===== config.mk =====
export PLATFORM = sky130hd
export DESIGN_NAME = mcu_spi_frame_tx
export DESIGN_NICKNAME = d
export VERILOG_FILES = /design/src/rtl/mcu_spi_frame_tx_pkg.sv /design/src/rtl/mcu_spi_frame_tx_crc8_serial.sv /design/src/rtl/mcu_spi_frame_tx.sv
export SDC_FILE = /design/constraint.sdc
export NUM_CORES = 1
export LEC_CHECK = 0
export ABC_CLOCK_PERIOD_IN_PS = 1700
export BUFFER_PORTS_ARGS = -buffer_cell sky130_fd_sc_hd__buf_2
export CAP_MARGIN = 40
export CORE_ASPECT_RATIO = 1.25
export CORE_MARGIN = 2
export CORE_UTILIZATION = 52
export DETAILED_ROUTE_END_ITERATION = 8
export GPL_TIMING_DRIVEN = 0
export PLACE_DENSITY = 0.83
export SYNTH_ARGS = -nofsm -noshare
export SYNTH_HDL_FRONTEND = slang
export SYNTH_SLANG_ARGS = --single-unit

===== constraint.sdc =====
create_clock -name clk -period 1.7 [get_ports clk]
set_input_delay 0.255 -clock clk [delete_from_list [all_inputs] [get_ports clk]]
set_output_delay 0.255 -clock clk [all_outputs]
set_load 0.005 [all_outputs]

===== src/rtl/mcu_spi_frame_tx_pkg.sv =====
// Shared constants, frame sizing helper and FSM state type for the MCU SPI frame transmitter.
package mcu_spi_pkg;

    localparam logic [7:0] HEADER_BYTE_DEFAULT = 8'hAA;
    localparam logic [7:0] CRC8_POLY           = 8'h07;
    localparam int         BYTES_PER_SENSOR    = 14;

    // header + seq + sensor payload + flags + crc
    function automatic int frame_bytes(input int n);
        return 4 + BYTES_PER_SENSOR * n;
    endfunction

    typedef enum logic [1:0] {
        IDLE  = 2'd0,
        SHIFT = 2'd1,
        TAIL  = 2'd2
    } spi_tx_state_t;

endpackage


===== src/rtl/mcu_spi_frame_tx_crc8_serial.sv =====
// Bit-serial CRC-8 (MSB first, init 0, no reflection), one message bit per enabled cycle.
module crc8_serial
    import mcu_spi_pkg::*;
(
    input  logic       clk,
    input  logic       rst,
    input  logic       clr,
    input  logic       en,
    input  logic       bit_in,
    output logic [7:0] crc
);

    logic fb;

    assign fb = crc[7] ^ bit_in;

    always_ff @(posedge clk) begin
        if (rst) begin
            crc <= '0;
        end else if (clr) begin
            crc <= '0;
        end else if (en) begin
            crc <= {crc[6:0], 1'b0} ^ (fb ? CRC8_POLY : 8'h00);
        end
    end

endmodule


===== src/rtl/mcu_spi_frame_tx.sv =====
// SPI Mode 0 slave that snapshots latched sensor samples at chip-select fall and
// streams header/seq/data/flags/CRC-8 to the MCU; SPI pins are oversampled in the clk domain.
//
// state | meaning
// IDLE  | waiting for cs fall, sdo held low
// SHIFT | frame bits on sdo, advance on each sck fall
// TAIL  | frame fully sent, sdo low until cs rise
module mcu_spi_frame_tx
    import mcu_spi_pkg::*;
#(
    parameter int         NUM_SENSORS = 2,
    parameter logic [7:0] HEADER_BYTE = HEADER_BYTE_DEFAULT,
    parameter int         SYNC_STAGES = 2,
    parameter bit         CRC_EN      = 1'b1
) (
    input  logic                      clk,
    input  logic                      rst,
    input  logic                      sck,
    input  logic                      cs_n,
    input  logic                      sdi,
    output logic                      sdo,
    output logic                      done,
    output logic                      overrun,
    input  logic [NUM_SENSORS-1:0]    quat_valid,
    input  logic [64*NUM_SENSORS-1:0] quat_data,
    input  logic [NUM_SENSORS-1:0]    gyro_valid,
    input  logic [48*NUM_SENSORS-1:0] gyro_data
);

    localparam int FRAME_BYTES = frame_bytes(NUM_SENSORS);
    localparam int TOTAL_BITS  = 8 * FRAME_BYTES;
    localparam int BODY_BITS   = TOTAL_BITS - 8;
    localparam int SENS_BITS   = 8 * BYTES_PER_SENSOR;
    localparam int IDX_W       = $clog2(TOTAL_BITS);

    localparam logic [IDX_W-1:0] LAST_IDX = IDX_W'(TOTAL_BITS - 1);
    localparam logic [IDX_W-1:0] BODY_END = IDX_W'(BODY_BITS);

    logic [SYNC_STAGES-1:0] sck_sync;
    logic [SYNC_STAGES-1:0] cs_sync;
    logic [SYNC_STAGES-1:0] sdi_sync;
    logic                   sck_q;
    logic                   cs_q;
    logic                   sck_fall;
    logic                   cs_fall;
    logic                   cs_rise;
    logic                   sdi_unused;

    spi_tx_state_t state;
    spi_tx_state_t state_nxt;
    logic          snap;
    logic          shift_en;

    logic [64*NUM_SENSORS-1:0] quat_sh;
    logic [48*NUM_SENSORS-1:0] gyro_sh;
    logic [NUM_SENSORS-1:0]    qfresh;
    logic [NUM_SENSORS-1:0]    gfresh;
    logic [7:0]                seq;
    logic [7:0]                flags;

    logic [BODY_BITS-1:0] frame_next;
    logic [BODY_BITS-1:0] frame_sr;
    logic [IDX_W-1:0]     bit_idx;
    logic                 in_body;
    logic [7:0]           crc;

    // cs_n resets high so a held-low chip select after reset still produces a clean fall
    always_ff @(posedge clk) begin
        if (rst) begin
            sck_sync <= '0;
            cs_sync  <= '1;
            sdi_sync <= '0;
            sck_q    <= 1'b0;
            cs_q     <= 1'b1;
        end else begin
            sck_sync <= {sck_sync[SYNC_STAGES-2:0], sck};
            cs_sync  <= {cs_sync[SYNC_STAGES-2:0], cs_n};
            sdi_sync <= {sdi_sync[SYNC_STAGES-2:0], sdi};
            sck_q    <= sck_sync[SYNC_STAGES-1];
            cs_q     <= cs_sync[SYNC_STAGES-1];
        end
    end

    assign sck_fall   = sck_q & ~sck_sync[SYNC_STAGES-1];
    assign cs_fall    = cs_q & ~cs_sync[SYNC_STAGES-1];
    assign cs_rise    = ~cs_q & cs_sync[SYNC_STAGES-1];
    assign sdi_unused = sdi_sync[SYNC_STAGES-1];

    always_ff @(posedge clk) begin
        if (rst) begin
            state <= IDLE;
        end else begin
            state <= state_nxt;
        end
    end

    always_comb begin
        state_nxt = state;
        snap      = 1'b0;
        shift_en  = 1'b0;
        unique case (state)
            IDLE: begin
                if (cs_fall) begin
                    snap      = 1'b1;
                    state_nxt = SHIFT;
                end
            end
            SHIFT: begin
                if (cs_rise) begin
                    state_nxt = IDLE;
                end else if (sck_fall) begin
                    shift_en = 1'b1;
                    if (bit_idx == LAST_IDX) begin
                        state_nxt = TAIL;
                    end
                end
            end
            TAIL: begin
                if (cs_rise) begin
                    state_nxt = IDLE;
                end
            end
            default: state_nxt = IDLE;
        endcase
    end

    // A strobe on the snapshot cycle lands after the snapshot: frame uses old shadow, fresh re-set
    always_ff @(posedge clk) begin
        if (rst) begin
            quat_sh <= '0;
            gyro_sh <= '0;
            qfresh  <= '0;
            gfresh  <= '0;
            done    <= 1'b0;
            overrun <= 1'b0;
            seq     <= 8'd0;
        end else begin
            for (int i = 0; i < NUM_SENSORS; i++) begin
                if (quat_valid[i]) begin
                    quat_sh[64*i +: 64] <= quat_data[64*i +: 64];
                end
                if (gyro_valid[i]) begin
                    gyro_sh[48*i +: 48] <= gyro_data[48*i +: 48];
                end
            end
            qfresh  <= (snap ? '0 : qfresh) | quat_valid;
            gfresh  <= (snap ? '0 : gfresh) | gyro_valid;
            done    <= (done & ~snap) | (|quat_valid) | (|gyro_valid);
            overrun <= snap ? 1'b0
                            : (overrun | (|(quat_valid & qfresh)) | (|(gyro_valid & gfresh)));
            if (snap) begin
                seq <= seq + 8'd1;
            end
        end
    end

    always_comb begin
        flags      = '0;
        frame_next = '0;
        for (int i = 0; i < NUM_SENSORS; i++) begin
            flags[2*i]   = qfresh[i];
            flags[2*i+1] = gfresh[i];
        end
        frame_next[BODY_BITS-1 -: 8] = HEADER_BYTE;
        frame_next[BODY_BITS-9 -: 8] = seq;
        for (int i = 0; i < NUM_SENSORS; i++) begin
            frame_next[BODY_BITS-17-SENS_BITS*i -: 64] = quat_sh[64*i +: 64];
            frame_next[BODY_BITS-81-SENS_BITS*i -: 48] = gyro_sh[48*i +: 48];
        end
        frame_next[7:0] = flags;
    end

    always_ff @(posedge clk) begin
        if (rst) begin
            frame_sr <= '0;
            bit_idx  <= '0;
        end else if (snap) begin
            frame_sr <= frame_next;
            bit_idx  <= '0;
        end else if (shift_en) begin
            frame_sr <= {frame_sr[BODY_BITS-2:0], 1'b0};
            bit_idx  <= bit_idx + IDX_W'(1);
        end
    end

    assign in_body = (bit_idx < BODY_END);

    crc8_serial u_crc (
        .clk    (clk),
        .rst    (rst),
        .clr    (snap),
        .en     (shift_en & in_body),
        .bit_in (frame_sr[BODY_BITS-1]),
        .crc    (crc)
    );

    // CRC byte starts on a byte boundary, so bit_idx[2:0] is the bit position within it
    always_comb begin
        sdo = 1'b0;
        if (state == SHIFT) begin
            if (in_body) begin
                sdo = frame_sr[BODY_BITS-1];
            end else if (CRC_EN) begin
                sdo = crc[3'd7 - bit_idx[2:0]];
            end
        end
    end

endmodule


==> impl_metrics.py, run 1 <==
metrics = {
    "route": {
        "met3_length_um": 4590,
        "dr_wl_met2_um": 33500,
        "drt_iter0_markers": 1719,
        "drc": 0,
        "wl_per_cell_um": 21.4,
        "wl_met1_um": 23100,
        "drt-total-wl_um": 65500,
        "vias_per_cell": 5.96,
        "vias": 18300,
        "highest_layer": "met4",
        "antenna_left": 0,
        "dr.pass1.iters": 6,
    },
    "power": {
        "p_total_uw": 27100,
        "power.density_nw_per_um2": 1020,
        "p_leak_uw": 0.0106,
        "ir_worst_vdd_v": 0.00114,
    },
    "finish": {
        "final_cell_mix": "dfxtp_1 (506), nor2_1 (272), buf_2 (248)",
        "area_growth_pct": 39.9,
        "final_nets": 2776,
        "postLayoutCoreUtil_pct": 73.4,
        "final_area_um2": 26500,
        "drive_gt1_share_pct": 23.0,
        "final_common_cell": "dfxtp_1",
        "fin_cells": 3066,
    },
    "clocking": {
        "root_buffer": "clkbuf_16",
        "cts_buffers": 49,
        "clk_pin_slew_ns": 0.07,
        "clock_latency_ns": 0.57,
        "cts_tree": "yes",
        "cts_sinks": 510,
        "cts_htree_levels": 2,
        "cts_buffer_depth": 3,
    },
    "critical_path": {
        "required_ns": 1.44,
        "critPathCaptureType": "output port",
        "crit_type": "reg -> out",
        "crit_fanout": 5,
        "r2r-start": "state[1]$_SDFFE_PP0P_",
        "cp.arrival_ns": 1.99,
        "cp-startpoint": "bit_idx[3]$_SDFFE_PP0P_",
        "start_kind": "flop",
    },
    "synth": {
        "yosys.area.top_type": "dfxtp_1",
        "netlist_area_um2": 18900,
        "yosysUniqueCellTypes": 42,
        "syn_nets": 2224,
        "ys_seq_area_share_pct": 53.9,
        "synth.avg_cell_area_um2": 9.52,
        "yosys_warnings": 0,
        "synth_area_leaders": "dfxtp_1 (54%), mux2i_1 (12%), a22oi_1 (8.7%)",
        "syn_inst": 1989,
        "yosys.area.top_type_share_pct": 53.9,
        "ys_ff_latch": 510,
    },
    "global_route": {
        "grt_use_total_pct": 29.7,
        "grt-ovfl-total": 0,
        "grt_pass1_wl_um": 91800,
        "grt_start_max_net_pins": 16,
        "grt_pass1_vias": 18200,
        "grt_antenna_before_repair": 7,
    },
    "sta": {
        "rsz0062_at_grt": "yes",
        "hold_violations": 0,
        "final.setup_skew_ns": 0.0259,
        "finalCriticalPeriod_ns": 2.25,
        "finalSetupViolCount": 226,
        "max_freq_mhz": 445,
        "drv_slew": 0,
        "tightest_slew_ns": 0.819,
        "post-route-period-util_pct": 132,
        "setup_slack_ns": -0.548,
        "slew_headroom_pct": 45.4,
    },
    "place": {
        "dp.cells": 2699,
        "dp_hpwl_um": 32900,
        "port_buffers": 229,
        "placedInstanceArea_um2": 20700,
        "place.gp.congestion": 0.823,
        "pre_cts_ws_ns": -0.488,
    },
    "die": {
        "row_count": 78,
        "die-area_um2": 38000,
        "die_h_um": 217,
        "core_region_area_um2": 36100,
        "io_pins": 236,
        "start_util_pct": 52.4,
        "die_w_um": 175,
    },
    "hold_path": {
        "hold_path_startpoint": "gyro_data[7]",
        "hp-class": "in -> reg",
    },
    "status": {
        "violations": "setup timing",
        "status": "finished with violations",
    },
    "flow_run": {
        "drv_cap": 0,
    },
}
final cells by class:
cell class              instances  area (µm²)
flip-flops and latches        510       10200
fillers                      2139        9620
multi-input cells            1309        8340
repair buffers                503        4190
clock buffers                  74        1530
plain buffers                 168        1360
well taps                     480         601
clock inverters                15         216
diodes                          7        17.5
what timing repair did:
action,4_1_cts,5_1_grt
buffers inserted,8,21
pin swaps,5,25
endpoints found under the setup margin,260,247
hold buffers,225,0
cloned,1,18
resized for setup,62,297
endpoints found under the hold margin,225,0
flip-flops by register name, summed over array words and instances (netlist names), 8 cells and up:
register and flops:
u_crc.crc 8, quat_sh 128, seq 8, frame_sr 248, bit_idx 8, gyro_sh 96
worst paths after layout:
| path | end | slack [ns] | cells past startpoint |
|---|---|---|---|
| worst max-delay path | sdo | -0.55 | 4 |
| worst min-delay path | gyro_sh[7]$_SDFFE_PP0P_ | 0.05 | 3 |
| worst max register to register | frame_sr[94]$_SDFFE_PP0P_ | -0.25 | 9 |
| worst min register to register | cs_sync[1]$_SDFF_PP1_ | 0.42 | 1 |
cells in the mapped netlist:
| master | instances |
|---|---|
| buf_1 | 4 |
| a311oi_1 | 2 |
| and4bb_2 | 1 |
| mux2i_1 | 232 |
| a211oi_4 | 1 |
| clkbuf_1 | 70 |
| a222oi_1 | 1 |
| nand4_1 | 3 |
| buf_2 | 91 |
| buf_6 | 2 |
| a21oi_2 | 1 |
| a32oi_1 | 1 |
| mux4_2 | 2 |
| nand2_1 | 246 |
| or4b_1 | 1 |
| nor4_1 | 3 |
| nor3_1 | 8 |
| nor2b_1 | 4 |
| xor2_1 | 7 |
| o21a_1 | 1 |
| or2_2 | 3 |
| xnor2_1 | 10 |
| o22ai_1 | 19 |
| nand2b_1 | 3 |
| o21ai_4 | 1 |
| a211oi_1 | 1 |
| and3_1 | 2 |
| nand3_1 | 6 |
| a22oi_1 | 220 |
| nor2_1 | 272 |
| and4b_1 | 1 |
| nor4b_1 | 2 |
| nor4b_4 | 1 |
| buf_4 | 3 |
| ha_1 | 2 |
| nor3_2 | 10 |
| or2b_1 | 1 |
| a21oi_1 | 237 |
| nor2_4 | 1 |
| dfxtp_1 | 510 |
| and4_1 | 2 |
| nand4bb_1 | 1 |
critical path, cell delays in order, from the launching register on:
cell      delay, ns
dfxtp_1        0.41
and4_2         0.35
a21oi_1        0.10
a311oi_2       0.36
buf_2          0.19
layer usage:
metal  vias to the layer above  global-route usage, %
met5                         -                      0
met4                         0                   16.7
met3                       382                   4.75
met2                      1124                   55.5
met1                      8716                   31.7
li1                       8059                      -
where the power goes:
part	internal [µW]	total [µW]	leakage (µW)	switching, µW
combinational	1270	2570	0.00553	1300
sequential	12400	12700	0.00417	323
clock	6980	11800	0.000861	4830
total	20600	27100	0.0106	6450
cell families after synthesis:
logic type,count (synthesis),synth area share [%]
AOI/OAI and AO/OA,485,16.1
xor gates and xnor gates,17,0.787
adders and majority gates,2,0.132
buffers and inverters,170,4.11
DFF,510,53.9
muxes,234,12.5
and+or+nand+nor,571,12.4
through the flow:
stage	hold WS, ns	TNS (ns)
after global routing	0.0393	-30.92
after global placement	0.394	-111.31
final	0.0535	-21.48
after CTS	0.00210	-0.662
after floorplan	0.359	0
after detailed placement	0.404	-124.32
Note: power is estimated with default switching activity, not from simulation.
==> run 2, diff against run 1 <==
--- a/config.mk
+++ b/config.mk
@@ -14,6 +14,7 @@
 export DETAILED_ROUTE_END_ITERATION = 8
 export GPL_TIMING_DRIVEN = 0
 export PLACE_DENSITY = 0.83
+export RECOVER_POWER = 50
 export SYNTH_ARGS = -nofsm -noshare
 export SYNTH_HDL_FRONTEND = slang
 export SYNTH_SLANG_ARGS = --single-unit
==> run 2 against run 1 <==
Compared with the run above:
- power barely moved
- the run still ends with setup timing left
- sequential cell count unchanged
- non-clock buffer count is the same
- worst setup slack worse by 0.0069 ns
- combinational power barely moved
- die area unchanged
- highest routed layer unchanged
- register-to-register slack hardly changed
- core utilization hardly changed
- critical endpoint unchanged
- first-iteration DRC count is 1.3% lower
- critical path depth unchanged
- clock power is essentially flat
==> impl_metrics.py, run 2 (synthesis gave the netlist of run 1 again) <==
metrics = {
    "die": {
        "row_count": 78,
        "die_h_um": 217,
        "start_util_pct": 52.4,
        "die-area_um2": 38000,
        "die_w_um": 175,
        "core_region_area_um2": 36100,
        "io_pins": 236,
    },
    "place": {
        "dp_hpwl_um": 32900,
        "place.gp.congestion": 0.823,
        "pre_cts_ws_ns": -0.488,
        "port_buffers": 229,
    },
    "route": {
        "vias": 18200,
        "wl_per_cell_um": 21.4,
        "drt-total-wl_um": 65500,
        "dr.pass1.iters": 6,
        "dr_wl_met2_um": 33600,
        "drc": 0,
        "wl_met1_um": 23400,
        "met3_length_um": 4350,
        "vias_per_cell": 5.95,
        "drt_iter0_markers": 1697,
        "highest_layer": "met4",
        "antenna_left": 0,
    },
    "finish": {
        "final_common_cell": "dfxtp_1",
        "drive_gt1_share_pct": 23.0,
        "postLayoutCoreUtil_pct": 73.3,
        "area_growth_pct": 39.9,
        "largest_reg_flops": 248,
        "regMostFlops": "frame_sr",
        "final_cell_mix": "dfxtp_1 (506), nor2_1 (272), buf_2 (246)",
        "final_nets": 2776,
        "top_regs": "frame_sr x248, quat_sh x128, gyro_sh x96",
    },
    "sta": {
        "finalCriticalPeriod_ns": 2.26,
        "tightest_slew_ns": 0.801,
        "max_freq_mhz": 443,
        "final.setup_skew_ns": 0.0269,
        "hold_violations": 0,
        "rsz0062_at_grt": "yes",
        "finalSetupViolCount": 230,
        "setup_slack_ns": -0.555,
        "drv_slew": 0,
        "slew_headroom_pct": 46.6,
        "post-route-period-util_pct": 133,
    },
    "global_route": {
        "grt_start_max_net_pins": 16,
        "grt_use_total_pct": 29.7,
        "grt_antenna_before_repair": 7,
        "grt-ovfl-total": 0,
        "grt_pass1_wl_um": 91800,
        "grt_pass1_vias": 18200,
    },
    "clocking": {
        "root_buffer": "clkbuf_16",
        "cts_sinks": 510,
        "clock_latency_ns": 0.58,
        "cts_buffer_depth": 3,
        "clk_pin_slew_ns": 0.07,
        "cts_tree": "yes",
        "cts_buffers": 49,
        "cts_htree_levels": 2,
    },
    "critical_path": {
        "r2r-end": "frame_sr[94]$_SDFFE_PP0P_",
        "cp-startpoint": "bit_idx[3]$_SDFFE_PP0P_",
        "start_kind": "flop",
        "crit_type": "reg -> out",
        "required_ns": 1.44,
        "crit_fanout": 5,
        "cpMaxStageDelayCell": "dfxtp_1",
        "r2r-start": "state[1]$_SDFFE_PP0P_",
        "cp.arrival_ns": 2.00,
        "reg2regPathDepth": 9,
        "r2r_slack_ns": -0.25,
        "cp_cell_sequence": "and4_2 > a21oi_1 > a311oi_2 > buf_2",
        "critPathCaptureType": "output port",
        "cpPeakStageDelay_ns": 0.41,
    },
    "status": {
        "status": "finished with violations",
        "violations": "setup timing",
    },
    "power": {
        "p_leak_uw": 0.0106,
        "ir_worst_vdd_v": 0.00114,
        "power.density_nw_per_um2": 1020,
    },
    "flow_run": {
        "drv_cap": 0,
    },
    "hold_path": {
        "hp-class": "in -> reg",
        "hold_path_startpoint": "gyro_data[7]",
        "holdPathStages": 3,
        "hold-path-endpoint": "gyro_sh[7]$_SDFFE_PP0P_",
    },
}
-- run 2: changes by cell type in the layout (fill, tap and decap cells not counted), sizes merged --
cell | before | now
buf | 362 | 358
clkbuf | 158 | 162
-- run 2: area by class of cell --
type                       instances  area [µm²]
fill                            2141        9630
sequential                       510       10200
clock buffer                      74        1530
antenna                            7        17.5
clock inverter                    15         216
tap                              480         601
buffer                           168        1360
timing repair buffer             503        4190
multi-input combinational       1309        8340
-- run 2: metal layers --
metal,vias up,global-route usage [%]
li1,8069,-
met1,8717,31.7
met2,1089,55.5
met3,358,4.75
met4,0,16.7
met5,-,0
-- run 2: critical path, delay by kind of cell, from the launching register on --
family	cells	cell delay, ns
compound gates	2	0.46
buf+inv	1	0.19
flops	1	0.41
simple gates	1	0.35
-- run 2: stage by stage --
| step | cell area, µm² | setup TNS (ns) | total power [µW] | std cells | hold WS, ns |
|---|---|---|---|---|---|
| finish | 26500 | -21.06 | 27100 | 3066 | 0.0512 |
| global route | 26500 | -30.92 | 27700 | 3066 | 0.0393 |
| CTS | 25000 | -0.662 | 26500 | 3020 | 0.00210 |
| detailed placement | 20700 | -124.32 | 14600 | 2699 | 0.404 |
| global placement | 20700 | -111.31 | 14500 | 2698 | 0.394 |
| floorplan | 18900 | 0 | 13900 | 1989 | 0.359 |
-- run 2: how the worst max path moves through the flow --
stage,endpoint,slack [ns],depth (start not counted)
after floorplan,frame_sr[33]$_SDFFE_PP0P_,0.15,5
after global placement,gyro_sh[89]$_SDFFE_PP0P_,-0.45,4
after detailed placement,quat_sh[25]$_SDFFE_PP0P_,-0.49,4
after CTS,sdo,-0.57,4
after global routing,sdo,-0.59,4
final,sdo,-0.56,4
-- run 2: repair_timing --
action / in CTS / in global routing
gates resized for setup: 62 / 297
pin swaps: 5 / 25
hold endpoints to repair: 225 / 0
setup buffers: 8 / 21
gates cloned: 1 / 18
hold buffers: 225 / 0
setup endpoints to repair: 260 / 247
-- run 2: power breakdown --
| part | switching, µW | internal [µW] |
|---|---|---|
| sequential | 324 | 12400 |
| combinational | 1300 | 1270 |
| clock | 4820 | 6980 |
| total | 6440 | 20600 |
